File: config.mk
export PLATFORM = sky130hd
export DESIGN_NAME = v810_writeback
export DESIGN_NICKNAME = d
export VERILOG_FILES = /design/src/rtl/v810_pkg.sv /design/src/rtl/v810_wb_chk.sv /design/src/rtl/v810_wb_lq.sv /design/src/rtl/v810_writeback.sv
export SDC_FILE = /design/constraint.sdc
export NUM_CORES = 1
export LEC_CHECK = 0
export CORE_MARGIN = 2
export CORE_UTILIZATION = 50
export DETAILED_ROUTE_END_ITERATION = 7
export DONT_BUFFER_PORTS = 1
export GPL_ROUTABILITY_DRIVEN = 0
export PLACE_DENSITY = 0.76
export SYNTH_ARGS = -nofsm -noshare
export SYNTH_HDL_FRONTEND = slang
export SYNTH_HIERARCHICAL = 1
export SYNTH_SLANG_ARGS = --single-unit
File: constraint.sdc
create_clock -name CLK -period 8.1 [get_ports CLK]
set_clock_uncertainty 0.05 [all_clocks]
set_input_delay 0.405 -clock CLK [delete_from_list [all_inputs] [get_ports CLK]]
set_output_delay 0.405 -clock CLK [all_outputs]
set_load 0.02 [all_outputs]
File: src/rtl/v810_pkg.sv
// Shared types for the V810 register-file write side: register address, data word
// and the write request carried through the load-return queue.
package v810_pkg;

   typedef logic [4:0]  reg_addr_t;
   typedef logic [31:0] word_t;

   typedef struct packed {
      reg_addr_t wa;
      word_t     wd;
   } wb_req_t;

   localparam int LQ_DEPTH_DEF = 2;

   function automatic word_t reg_mask(input reg_addr_t a);
      word_t m;
      m    = 32'd0;
      m[a] = 1'b1;
      return m;
   endfunction

endpackage

File: src/rtl/v810_wb_chk.sv
// Protocol checks on the scoreboard handshakes: no issue to a pending register,
// no load return to a register that is not pending (r0 is exempt from both).
module v810_wb_chk (
   input logic        clk_i,
   input logic        rst_ni,
   input logic        ce_i,
   input logic        sb_issue_i,
   input logic [4:0]  sb_wa_i,
   input logic        ld_push_i,
   input logic [4:0]  ld_wa_i,
   input logic [31:0] pend_i
);

   a_issue_not_pending: assert property (@(posedge clk_i) disable iff (!rst_ni)
      (ce_i && sb_issue_i && (sb_wa_i != 5'd0)) |-> !pend_i[sb_wa_i]);

   a_load_is_pending: assert property (@(posedge clk_i) disable iff (!rst_ni)
      (ld_push_i && (ld_wa_i != 5'd0)) |-> pend_i[ld_wa_i]);

endmodule

File: src/rtl/v810_wb_lq.sv
// Load-return queue: synchronous FIFO of write requests. The caller guarantees
// no push when full and no pop when empty; clock enable is folded into push/pop.
module v810_wb_lq
   import v810_pkg::*;
#(
   parameter int LQ_DEPTH = LQ_DEPTH_DEF
) (
   input  logic    clk_i,
   input  logic    rst_ni,
   input  logic    push_i,
   input  wb_req_t push_data_i,
   input  logic    pop_i,
   output wb_req_t head_o,
   output logic    full_o,
   output logic    empty_o
);

   localparam int PW = $clog2(LQ_DEPTH);
   localparam int CW = PW + 1;

   wb_req_t          mem_q [LQ_DEPTH];
   logic [PW-1:0]    wr_ptr_q;
   logic [PW-1:0]    rd_ptr_q;
   logic [CW-1:0]    cnt_q;

   // Storage array, written only on push
   always_ff @(posedge clk_i) begin
      if (push_i) begin
         mem_q[wr_ptr_q] <= push_data_i;
      end
   end

   // Pointers and occupancy; power-of-two depth lets pointers wrap naturally
   always_ff @(posedge clk_i or negedge rst_ni) begin
      if (!rst_ni) begin
         wr_ptr_q <= '0;
         rd_ptr_q <= '0;
         cnt_q    <= '0;
      end else begin
         if (push_i) begin
            wr_ptr_q <= wr_ptr_q + PW'(1);
         end
         if (pop_i) begin
            rd_ptr_q <= rd_ptr_q + PW'(1);
         end
         case ({push_i, pop_i})
            2'b10:   cnt_q <= cnt_q + CW'(1);
            2'b01:   cnt_q <= cnt_q - CW'(1);
            default: cnt_q <= cnt_q;
         endcase
      end
   end

   assign head_o  = mem_q[rd_ptr_q];
   assign full_o  = (cnt_q == CW'(LQ_DEPTH));
   assign empty_o = (cnt_q == CW'(0));

endmodule

File: src/rtl/v810_writeback.sv
// V810 register-file write side: arbitrates EX results against queued load data
// onto the single registered write port and tracks pending loads for decode.
module v810_writeback
   import v810_pkg::*;
#(
   parameter int LQ_DEPTH = LQ_DEPTH_DEF
) (
   input  logic        CLK,
   input  logic        RESn,
   input  logic        CE,
   input  logic        EX_VALID,
   input  logic [4:0]  EX_WA,
   input  logic [31:0] EX_WD,
   output logic        EX_READY,
   input  logic        SB_ISSUE,
   input  logic [4:0]  SB_WA,
   input  logic        LD_VALID,
   input  logic [4:0]  LD_WA,
   input  logic [31:0] LD_WD,
   output logic        LD_READY,
   input  logic [4:0]  HZ_RA1,
   input  logic [4:0]  HZ_RA2,
   input  logic [4:0]  HZ_WA,
   output logic        HZ_STALL,
   output logic [4:0]  WA,
   output logic [31:0] WD,
   output logic        WE
);

   wb_req_t   ld_req_s;
   wb_req_t   head_s;
   wb_req_t   sel_s;
   logic      lq_full_s;
   logic      lq_empty_s;
   logic      lq_push_s;
   logic      lq_pop_s;
   logic      sel_valid_s;
   logic      sel_from_lq_s;
   word_t     set_mask_s;
   word_t     clr_mask_s;
   word_t     pend_d;
   word_t     pend_q;
   reg_addr_t wa_q;
   word_t     wd_q;
   logic      we_q;

   assign ld_req_s.wa = LD_WA;
   assign ld_req_s.wd = LD_WD;

   v810_wb_lq #(.LQ_DEPTH(LQ_DEPTH)) u_lq (
      .clk_i       (CLK),
      .rst_ni      (RESn),
      .push_i      (lq_push_s),
      .push_data_i (ld_req_s),
      .pop_i       (lq_pop_s),
      .head_o      (head_s),
      .full_o      (lq_full_s),
      .empty_o     (lq_empty_s)
   );

   // Write-port arbitration: a full queue has priority so loads cannot starve
   always_comb begin
      sel_valid_s   = 1'b0;
      sel_from_lq_s = 1'b0;
      sel_s         = head_s;
      if (lq_full_s) begin
         sel_valid_s   = 1'b1;
         sel_from_lq_s = 1'b1;
      end else if (EX_VALID) begin
         sel_valid_s = 1'b1;
         sel_s.wa    = EX_WA;
         sel_s.wd    = EX_WD;
      end else if (!lq_empty_s) begin
         sel_valid_s   = 1'b1;
         sel_from_lq_s = 1'b1;
      end else begin
         sel_valid_s = 1'b0;
      end
   end

   assign lq_pop_s  = CE & sel_from_lq_s;
   assign lq_push_s = CE & LD_VALID & ~lq_full_s;

   // Scoreboard next state; a same-cycle set overrides the clear
   always_comb begin
      set_mask_s = 32'd0;
      clr_mask_s = 32'd0;
      if (CE && SB_ISSUE && (SB_WA != 5'd0)) begin
         set_mask_s = reg_mask(SB_WA);
      end else begin
         set_mask_s = 32'd0;
      end
      if (lq_pop_s && (head_s.wa != 5'd0)) begin
         clr_mask_s = reg_mask(head_s.wa);
      end else begin
         clr_mask_s = 32'd0;
      end
      pend_d = (pend_q & ~clr_mask_s) | set_mask_s;
   end

   // Registered write port and scoreboard; r0 writes are consumed with WE low
   always_ff @(posedge CLK or negedge RESn) begin
      if (!RESn) begin
         pend_q <= 32'd0;
         wa_q   <= 5'd0;
         wd_q   <= 32'd0;
         we_q   <= 1'b0;
      end else if (CE) begin
         pend_q <= pend_d;
         if (sel_valid_s) begin
            wa_q <= sel_s.wa;
            wd_q <= sel_s.wd;
            we_q <= (sel_s.wa != 5'd0);
         end else begin
            we_q <= 1'b0;
         end
      end
   end

   assign EX_READY = ~lq_full_s;
   assign LD_READY = ~lq_full_s;
   assign HZ_STALL = pend_q[HZ_RA1] | pend_q[HZ_RA2] | pend_q[HZ_WA];
   assign WA       = wa_q;
   assign WD       = wd_q;
   assign WE       = we_q;

   v810_wb_chk u_chk (
      .clk_i      (CLK),
      .rst_ni     (RESn),
      .ce_i       (CE),
      .sb_issue_i (SB_ISSUE),
      .sb_wa_i    (SB_WA),
      .ld_push_i  (lq_push_s),
      .ld_wa_i    (LD_WA),
      .pend_i     (pend_q)
   );

endmodule

==> qor.yml, run 1 <==
outcome: "complete, no violations"
viasPerCell: 6.10
syn_inst: 559
cts_setup_buffers: 0
yosysWarnings: 6
start_util_pct: 50.9
drc: 0
diodes: 0
tns_ns: 0
dieArea_sq_um: 15100
crit_type: "reg2out"
finalHoldViolCount: 0
synth_top_area_share_pct: 31.5
crit_path_start_kind: "register"
synth_largest_area_cell: "edfxtp_1"
wl_um: 15500
setup-violations-final: 0
synthArstFlopShare_pct: 50.0
cts_max_level: 4
final_nets: 652
rsz0062_at_grt: "no"
crit_path_end_kind: "output pin"
synth-seq-cells: 148
postCtsHoldBufs: 2
synth_area_per_cell_sq_um: 12.6
netlist_top_cells_area: "edfxtp_1, dfrtp_1, mux2i_1"
busiest_layer: "met2"
die_h_um: 123
ioPinCount: 141
grt_max_degree: 75
cts_resized: 0
dr.pass1.iters: 4
coreArea_sq_um: 13800
final_area_sq_um: 7800
max_cap_viol_count: 0
area_growth_pct: 10.8
fmaxAchievable_mhz: 350
drive_above_1_share_pct: 14.7
clock_insertion_delay_worst_skew_ns: 0.41
worst_pin_slew_ns: 1.08
post-route-util_pct: 56.4
portBuffers: 0
grt_pass1_wl_um: 24600
first_iter_violations: 395
synth_cell_type_count: 46
met3_usage_pct: 9.25
syn_nets: 660
fin_crit_ns: 2.86
cts_tree: "done"
antenna_left: 0
drv_slew: 0
crit_slowest_cell: "or4_1"
antenna_found_initial: 0
use_met1_pct: 25.6
cpPeakStageDelay_ns: 0.65
wl_per_cell_um: 20.8
die_w_um: 123
vias: 4535
path_cells: "mux4_1 -> mux2_2 -> nand3b_1 -> o31ai_1 -> or4_1"
gr-usage-met2_pct: 35.0
cts-root-buf: "clkbuf_16"
peakVddDrop_v: 0.000215
synth_area_sq_um: 7040
grt_pass1_vias: 4719
cts_buffer_depth: 2
p_per_area_nw_per_um2: 331
fillers: 1064
dpl.hpwl_um: 11200
cp_data_arrival_time_ns: 2.41
num_rows: 43
synth-main-ff-cell: "edfxtp_1"
placed_area_sq_um: 7160
finalCritPeriodShare_pct: 35.3
p_leak_nw: 3.06
worst_ep_required_time_ns: 7.65
numCtsBuffers: 17
cp_max_fo: 4
path_clk_slew_ns: 0.06
relSlewSlack_pct: 27.9
gr-usage-all-layers_pct: 21.7
synth_edf_count: 74
cts.sinks: 148
seq_area_frac_synth_pct: 57.8
gr-total-overflow: 0
hp-class: "in2reg"
## cells in the mapped netlist, types with 5 or more instances
library cell  count
nor2b_1           6
clkbuf_1         18
buf_2             6
or3_1             8
o31ai_1           7
nand2b_1          7
mux2i_1          66
nand2_1          51
mux4_2            5
nand3_1          15
o21ai_0          85
nor2_1           13
nand3b_1          8
a22oi_1           6
o21ai_1           9
mux2_4           20
inv_1            10
edfxtp_1         74
dfrtp_1          74
mux2_2           18
## registers in the layout (all words and copies together), names as in the netlist
register / flops
u_lq/mem_q: 74
WD: 32
pend_q: 32
WA: 5
u_lq/cnt_q: 2
WE: 1
u_lq/rd_ptr_q: 1
u_lq/wr_ptr_q: 1
## logic make-up after synthesis
group / synth area share [%]
buf+inv: 2.77
flops: 57.8
mux: 19.9
simple gates: 8.88
xor+xnor: 0.622
compound gates: 9.79
fa+ha+maj: 0.178
## layout make-up
class                      count  area, sq um  share of cell area, %
tap                          180          225                   2.89
multi-input combinational    370         2810                   36.0
clock inverter                14          178                   2.28
clock buffer                  18          429                   5.50
sequential                   148         4080                   52.2
inverter                      10         37.5                  0.481
timing repair buffer           4         52.6                  0.674
## cell usage in the layout, fill, tap and decap left out, drive strengths merged, types with 3 or more instances in the layout
cell	instances
or3	8
nor2b	6
xor2	3
buf	3
dfrtp	74
nand3b	8
bufinv	3
clkbuf	18
nand2b	7
nand4	4
a21oi	4
o211ai	3
o21ai	94
inv	14
clkinvlp	3
edfxtp	74
a22oi	6
clkinv	4
mux2	40
mux4	9
nand2	51
nor2	13
mux2i	66
o31ai	7
nand3	15
## worst max-delay path, delay by kind of cell, from the launching register on
family	cells	cell delay [ns]
mux	2	0.79
simple gates	2	0.73
flops	1	0.42
compound gates	1	0.06
## metal layers
| metal | part of all wire (%) | routed length [um] |
|---|---|---|
| met3 | 11 | 1630 |
| met5 | 0 | 0 |
| met4 | 2.1 | 318 |
| met1 | 37 | 5760 |
| met2 | 50 | 7750 |
## through the flow
step / setup slack [ns] / total power (W) / cells / hold WS (ns)
final: 5.24 / 0.00258 / 744 / 0.0343
after floorplan: 5.05 / 0.00166 / 559 / 0.0594
after detailed placement: 5.39 / 0.00179 / 710 / 0.0604
after CTS: 5.23 / 0.00259 / 744 / 0.0213
after global routing: 5.13 / 0.00271 / 744 / 0.0147
after global placement: 5.42 / 0.00175 / 710 / 0.0607
## power breakdown
group	switching (W)	internal [W]
sequential	0.000277	0.000974
clock	0.000307	0.000489
combinational	0.000269	0.000265
## worst paths after layout
check                           cells after the start  slack [ns]                       from                         end
worst max-delay path                                5        5.24     pend_q[22]$_DFFE_PN0P_                    HZ_STALL
worst min-delay path                                0        0.03                   LD_WD[0]  u_lq/mem_q[0][0]$_DFFE_PP_
worst max register to register                      5        5.36  u_lq/rd_ptr_q$_DFFE_PN0P_       pend_q[1]$_DFFE_PN0P_
worst min register to register                      0        0.38      pend_q[0]$_DFFE_PN0P_       pend_q[0]$_DFFE_PN0P_
max in group asynchronous                           2        7.20                       RESn          WD[27]$_DFFE_PN0P_
min in group asynchronous                           2        0.44                       RESn          WD[23]$_DFFE_PN0P_
No activity file was read; power rests on OpenSTA's default activity.
==> run 2, diff against run 1 <==
- ABC_AREA: not set -> 1
- clock period: 8.1 -> 2.9 ns (I/O delays scaled with it)
==> run 2 against run 1 <==
  * Register-to-register slack got worse by 5.1 ns
  * Global-route usage rose by 5.9 points
  * Via count grew 46%
  * Largest power group unchanged
==> qor.yml, run 2 <==
r2r_slack_ns: 0.25  # -5.11 ns
finalHoldViolCount: 0  # unchanged
viasPerCell: 5.75  # -5.7%
p_total_w: 0.00783  # +200%
max_cap_viol_count: 0  # unchanged
setup-violations-final: 0  # unchanged
finalCritPeriodShare_pct: 91.2
path_clk_slew_ns: 0.07  # about the same
crit_path_end_kind: "register"
die_w_um: 125  # +1.6%
seqCellArea_sq_um: 4080  # unchanged
cts_resized: 0  # unchanged
multiInputGateArea_sq_um: 2640  # -5.8%
final_cell_mix: "nand2_1, dlygate4sd3_1, nand3_1"
antenna_found_initial: 1  # +1
fmaxAchievable_mhz: 378
cts_max_level: 4  # unchanged
top_register: "u_lq/mem_q"
cts_tree: "done"
clock_insertion_delay_worst_skew_ns: 0.42  # about the same
drc: 0  # unchanged
timing.hold.ws_ns: 0.0219  # -0.0124 ns
mostFrequentLayoutCell: "nand2_1"
grt_pass1_wl_um: 33400  # +36%
num_rows: 44  # +2.3%
reg2reg_depth: 7  # +2
dr.pass1.iters: 5  # +1
hp-class: "in2reg"
first_iter_violations: 713  # +81%
synth_area_per_cell_sq_um: 8.59  # -32%
portBuffers: 0  # unchanged
worst_pin_slew_ns: 0.771  # -0.307 ns
yosysMostFrequentCell: "nand2_1"
synth_largest_area_cell: "edfxtp_1"
wl_per_cell_um: 18.4  # -11%
hold_depth: 4  # +4
synth_area_sq_um: 7270  # +3.3%
syn_inst: 847  # +52%
outcome: "complete, no violations"
cts-root-buf: "clkbuf_16"
largest_reg_flops: 74  # unchanged
die_h_um: 125  # +1.6%
p_leak_nw: 3.80  # +24%
vias: 6603  # +46%
antenna_left: 0  # unchanged
ioPinCount: 141  # unchanged
relSlewSlack_pct: 48.0  # +20 points
dpl.hpwl_um: 12700  # +13%
numCtsBuffers: 17  # unchanged
holdPathEnd: "pend_q[23]$_DFFE_PN0P_"
start_util_pct: 50.6  # -0.32 points
syn_nets: 948  # +44%
synth_edf_count: 74  # unchanged
synth-seq-cells: 148  # unchanged
cp_max_fo: 21  # +17
gr-total-overflow: 0  # unchanged
synth_top_area_share_pct: 30.5  # -1.0 points
dieArea_sq_um: 15500  # +3.2%
synthArstFlopShare_pct: 50.0  # unchanged
fillers: 1106  # +3.9%
final_nets: 1052  # +61%
fin_crit_ns: 2.65
drv_slew: 0  # unchanged
tns_ns: 0  # unchanged
grt_max_degree: 75  # unchanged
worst_ep_required_time_ns: 3.15  # -4.50 ns
ys_top_cells_by_count: "nand2_1, nand3_1, inv_1, dfrtp_1, edfxtp_1"
reg2reg_to: "pend_q[27]$_DFFE_PN0P_"
cp_data_arrival_time_ns: 2.90  # +0.49 ns
yosysWarnings: 6  # unchanged
coreArea_sq_um: 14400  # +3.9%
p_per_area_nw_per_um2: 856  # +160%
crit_path_start_kind: "register"
reg2reg_from: "u_lq/rd_ptr_q$_DFFE_PN0P_"
crit_type: "reg2reg"
netlist_top_cells_area: "edfxtp_1, dfrtp_1, nand2_1"
rsz0062_at_grt: "no"
synth_cell_type_count: 31  # -33%
grt_pass1_vias: 6445  # +37%
peakVddDrop_v: 0.000587  # +170%
synth-main-ff-cell: "edfxtp_1"
seq_area_frac_synth_pct: 56.0  # -1.8 points
gr-usage-all-layers_pct: 27.6  # +5.9 points
cts_buffer_depth: 2  # unchanged
wl_um: 21200  # +37%
cts.sinks: 148  # unchanged
hold_start: "SB_WA[0]"
area_growth_pct: 25.7
drive_above_1_share_pct: 6.43  # -8.3 points
==> run 2: cell count changes after synthesis, moves of 20 or more <==
| cell | before | now |
|---|---|---|
| nand2_1 | 51 | 235 |
| nand3_1 | 15 | 113 |
| inv_1 | 10 | 81 |
| mux2i_1 | 66 | 0 |
| o21ai_0 | 85 | 46 |
| nor2_1 | 13 | 49 |
| o21ai_1 | 9 | 45 |
| a31oi_1 | 1 | 32 |
| mux2_4 | 20 | 0 |
==> run 2: worst max-delay path by stage <==
stage,from,endpoint,slack [ns],depth (start not counted)
final,u_lq/rd_ptr_q$_DFFE_PN0P_,pend_q[27]$_DFFE_PN0P_,0.25,7
after global routing,u_lq/rd_ptr_q$_DFFE_PN0P_,pend_q[27]$_DFFE_PN0P_,0.07,7
after CTS,u_lq/rd_ptr_q$_DFFE_PN0P_,pend_q[27]$_DFFE_PN0P_,0.28,7
after detailed placement,u_lq/rd_ptr_q$_DFFE_PN0P_,pend_q[3]$_DFFE_PN0P_,0.70,8
after global placement,u_lq/rd_ptr_q$_DFFE_PN0P_,pend_q[18]$_DFFE_PN0P_,0.76,8
after floorplan,u_lq/cnt_q[1]$_DFFE_PN0P_,u_lq/mem_q[0][0]$_DFFE_PP_,0.10,5
==> run 2: critical path: stages (launching register included) <==
cell           delay, ns
dfrtp_2             0.52
o21ai_0             0.54
inv_1               0.21
nor3_1              0.35
nand2_1             0.10
o21ai_1             0.14
o31ai_1             0.07
dlygate4sd3_1       0.55
==> run 2: kinds of logic after synthesis <==
group	Yosys count	synth area share, %
adders and majority gates	1	0.172
buffers and inverters	130	7.79
and+or+nand+nor	428	25.1
DFF	148	56.0
AOI/OAI and AO/OA	135	10.2
muxes	2	0.310
xor gates and xnor gates	3	0.361
==> run 2: per-stage QoR <==
| stage | std cells | util, % | cell area, sq um | setup slack, ns |
|---|---|---|---|---|
| 2_1_floorplan | 847 | - | 7270 | 0.101 |
| 3_3_place_gp | 997 | 51.1 | 7340 | 0.765 |
| 3_5_place_dp | 997 | 51.1 | 7340 | 0.699 |
| 4_1_cts | 1148 | 63.6 | 9140 | 0.285 |
| 5_1_grt | 1149 | 63.6 | 9140 | 0.0680 |
| 6_report | 1149 | 63.6 | 9140 | 0.255 |
==> run 2: power breakdown <==
group / total (W) / switching, W / internal [W]
combinational: 0.00207 / 0.00132 / 0.000751
clock: 0.00218 / 0.000960 / 0.00122
sequential: 0.00358 / 0.000829 / 0.00275
==> run 2: cell type report <==
class	instances	share of cell area, %
inverter	88	3.63
multi-input combinational	569	28.9
tap	184	2.52
antenna	1	0.0274
clock buffer	17	4.65
clock inverter	15	1.82
sequential	148	44.6
timing repair buffer	127	13.9
==> run 2: timing repair <==
| action | in CTS | in global routing |
|---|---|---|
| hold endpoints to repair | 214 | 0 |
| buffers inserted | 0 | 0 |
| hold buffers | 119 | 0 |
==> run 2: layer usage <==
layer	vias up	track usage [%]	part of all wire, %
met4	0	11.6	3.5
met3	55	7.86	10
met5	-	0	0
met1	3117	34.4	39
li1	3050	-	-
met2	381	45.2	47
==> run 3, diff against run 2 <==
- CORE_UTILIZATION: 50 -> 42
- PLACE_DENSITY: 0.76 -> 0.67
==> run 3 against run 2 <==
  * Via count decreased by 3.6%
  * Combinational power about the same
  * Sequential power decreased by 1%
  * Register-to-register slack worse by 0.04 ns
  * Final cell count increased by 3.7%
  * First-iteration DRC count fell by 20%
  * Power is 0.71% lower
  * Worst hold slack improved by 0.0057 ns
  * Fmax shrank 1.3%
  * Global-route usage fell by 5.0 points
  * Die area rose by 18%
  * Largest power group unchanged
==> qor.yml, run 3 (same netlist as run 2, synthesis figures left out) <==
outcome: "complete, no violations"
reg2reg_depth: 7  # unchanged
wl_per_cell_um: 17.0  # -7.9%
cts_buffer_depth: 2  # unchanged
coreArea_sq_um: 17100  # +19%
crit_type: "reg2reg"
relSlewSlack_pct: 55.7  # +7.7 points
rsz0062_at_grt: "no"
final_cell_mix: "nand2_1, dlygate4sd3_1, nand3_1"
viasPerCell: 5.35  # -7.0%
cts_max_level: 4  # unchanged
timing.hold.ws_ns: 0.0276  # +0.00574 ns
hp-class: "in2reg"
first_iter_violations: 570  # -20%
cts_resized: 0  # unchanged
drv_slew: 0  # unchanged
cp_data_arrival_time_ns: 2.94  # +0.04 ns
path_cells: "o21ai_0 -> inv_1 -> nor3_1 -> nand2_1 -> o21ai_1 -> o31ai_1 -> dlygate4sd3_1"
numCtsBuffers: 17  # unchanged
post-route-util_pct: 53.9  # -9.8 points
hold_start: "CE"
reg2reg_to: "pend_q[27]$_DFFE_PN0P_"
gr-total-overflow: 0  # unchanged
setup-violations-final: 0  # unchanged
finalCritPeriodShare_pct: 92.4  # +1.2 points
num_rows: 48  # +9.1%
dr.pass1.iters: 6  # +1
final_nets: 1052  # unchanged
cpPeakStageDelay_ns: 0.56  # about the same
drive_above_1_share_pct: 6.13  # -0.30 points
antenna_found_initial: 3  # +2
drc: 0  # unchanged
crit_path_end_kind: "register"
fmaxAchievable_mhz: 373  # -1.3%
wl_um: 20200  # -4.5%
p_leak_nw: 3.80  # +0.13%
place_ws_ns: 0.654  # -0.0446 ns
cts-root-buf: "clkbuf_16"
die_w_um: 136  # +8.8%
cts_tree: "done"
r2r_slack_ns: 0.22  # -0.04 ns
cts_setup_buffers: 0  # unchanged
finalHoldViolCount: 0  # unchanged
ioPinCount: 141  # unchanged
p_total_w: 0.00777  # -0.71%
worst_ep_required_time_ns: 3.16  # about the same
hold_depth: 3  # -1
crit_slowest_cell: "o21ai_0"
top_register: "u_lq/mem_q"
fin_crit_ns: 2.68  # +0.0350 ns
start_util_pct: 42.5  # -8.1 points
crit_path_start_kind: "register"
grt_max_degree: 75  # unchanged
cts.sinks: 148  # unchanged
largest_reg_flops: 74  # unchanged
worst_pin_slew_ns: 0.657  # -0.114 ns
portBuffers: 0  # unchanged
area_growth_pct: 26.7
grt_pass1_wl_um: 31700  # -5.1%
tns_ns: 0  # unchanged
cp_max_fo: 11  # -48%
grt_pass1_vias: 6207  # -3.7%
antenna_left: 0  # unchanged
vias: 6366  # -3.6%
mostFrequentLayoutCell: "nand2_1"
holdPathEnd: "WE$_DFFE_PN0P_"
peakVddDrop_v: 0.000515  # -12%
reg2reg_from: "u_lq/rd_ptr_q$_DFFE_PN0P_"
path_clk_slew_ns: 0.06  # about the same
gr-usage-all-layers_pct: 22.6  # -5.0 points
setup_slack_ns: 0.220  # -0.0350 ns
p_per_area_nw_per_um2: 843  # -1.5%
die_h_um: 136  # +8.8%
clock_insertion_delay_worst_skew_ns: 0.42  # about the same
dieArea_sq_um: 18400  # +18%
max_cap_viol_count: 0  # unchanged
dpl.hpwl_um: 12900  # +1.9%
-- run 3: changes by cell type in the layout (fill, tap and decap cells not counted), sizes merged --
| cell | change |
|---|---|
| inv | -4 |
| clkinvlp | -1 |
| clkbuf | +3 |
| bufinv | +1 |
| diode | +2 |
-- run 3: stage by stage --
stage,cells,area [sq um]
after floorplan,847,7270
final,1191,9220
after global routing,1190,9220
after detailed placement,1038,7430
after CTS,1188,9210
after global placement,1038,7430
-- run 3: how the worst max path moves through the flow --
stage,start,endpoint,slack [ns],cells past startpoint
floorplan,u_lq/cnt_q[1]$_DFFE_PN0P_,u_lq/mem_q[0][0]$_DFFE_PP_,0.10,5
finish,u_lq/rd_ptr_q$_DFFE_PN0P_,pend_q[27]$_DFFE_PN0P_,0.22,7
global placement,u_lq/cnt_q[1]$_DFFE_PN0P_,WE$_DFFE_PN0P_,0.74,9
detailed placement,u_lq/cnt_q[1]$_DFFE_PN0P_,WE$_DFFE_PN0P_,0.65,9
global route,u_lq/cnt_q[1]$_DFFE_PN0P_,WA[4]$_DFFE_PN0P_,0.1,9
CTS,u_lq/rd_ptr_q$_DFFE_PN0P_,pend_q[27]$_DFFE_PN0P_,0.27,9
-- run 3: timing repair --
item | 4_1_cts | 5_1_grt
setup endpoints to repair | 0 | 0
hold buffers | 119 | 0
hold endpoints to repair | 214 | 0
-- run 3: layout make-up --
type	count	area, sq um
Fill cell	1519	7900
Antenna cell	3	7.51
Multi-Input combinational cell	569	2640
Clock buffer	20	447
Clock inverter	11	126
Tap cell	225	282
Inverter	88	332
Sequential cell	148	4080
Timing Repair Buffer	127	1310
-- run 3: power by group --
group	total [W]	switching, W	internal (W)
registers	0.00354	0.000790	0.00275
clock network	0.00215	0.000860	0.00129
logic	0.00208	0.00130	0.000783
-- run 3: routing by layer --
metal  vias up  global-route usage, %  share of wire, %
li1       3069                      -                 -
met1      3004                   28.6                42
met2       253                   36.9                48
met3        40                   5.84               7.8
met4         0                   9.20               2.5
met5         -                      0                 0
-- run 3: critical path, delay by kind of cell (launching register included) --
family,cells,cell delay [ns]
compound gates,3,0.79
buf+inv,2,0.80
simple gates,2,0.47
flops,1,0.47
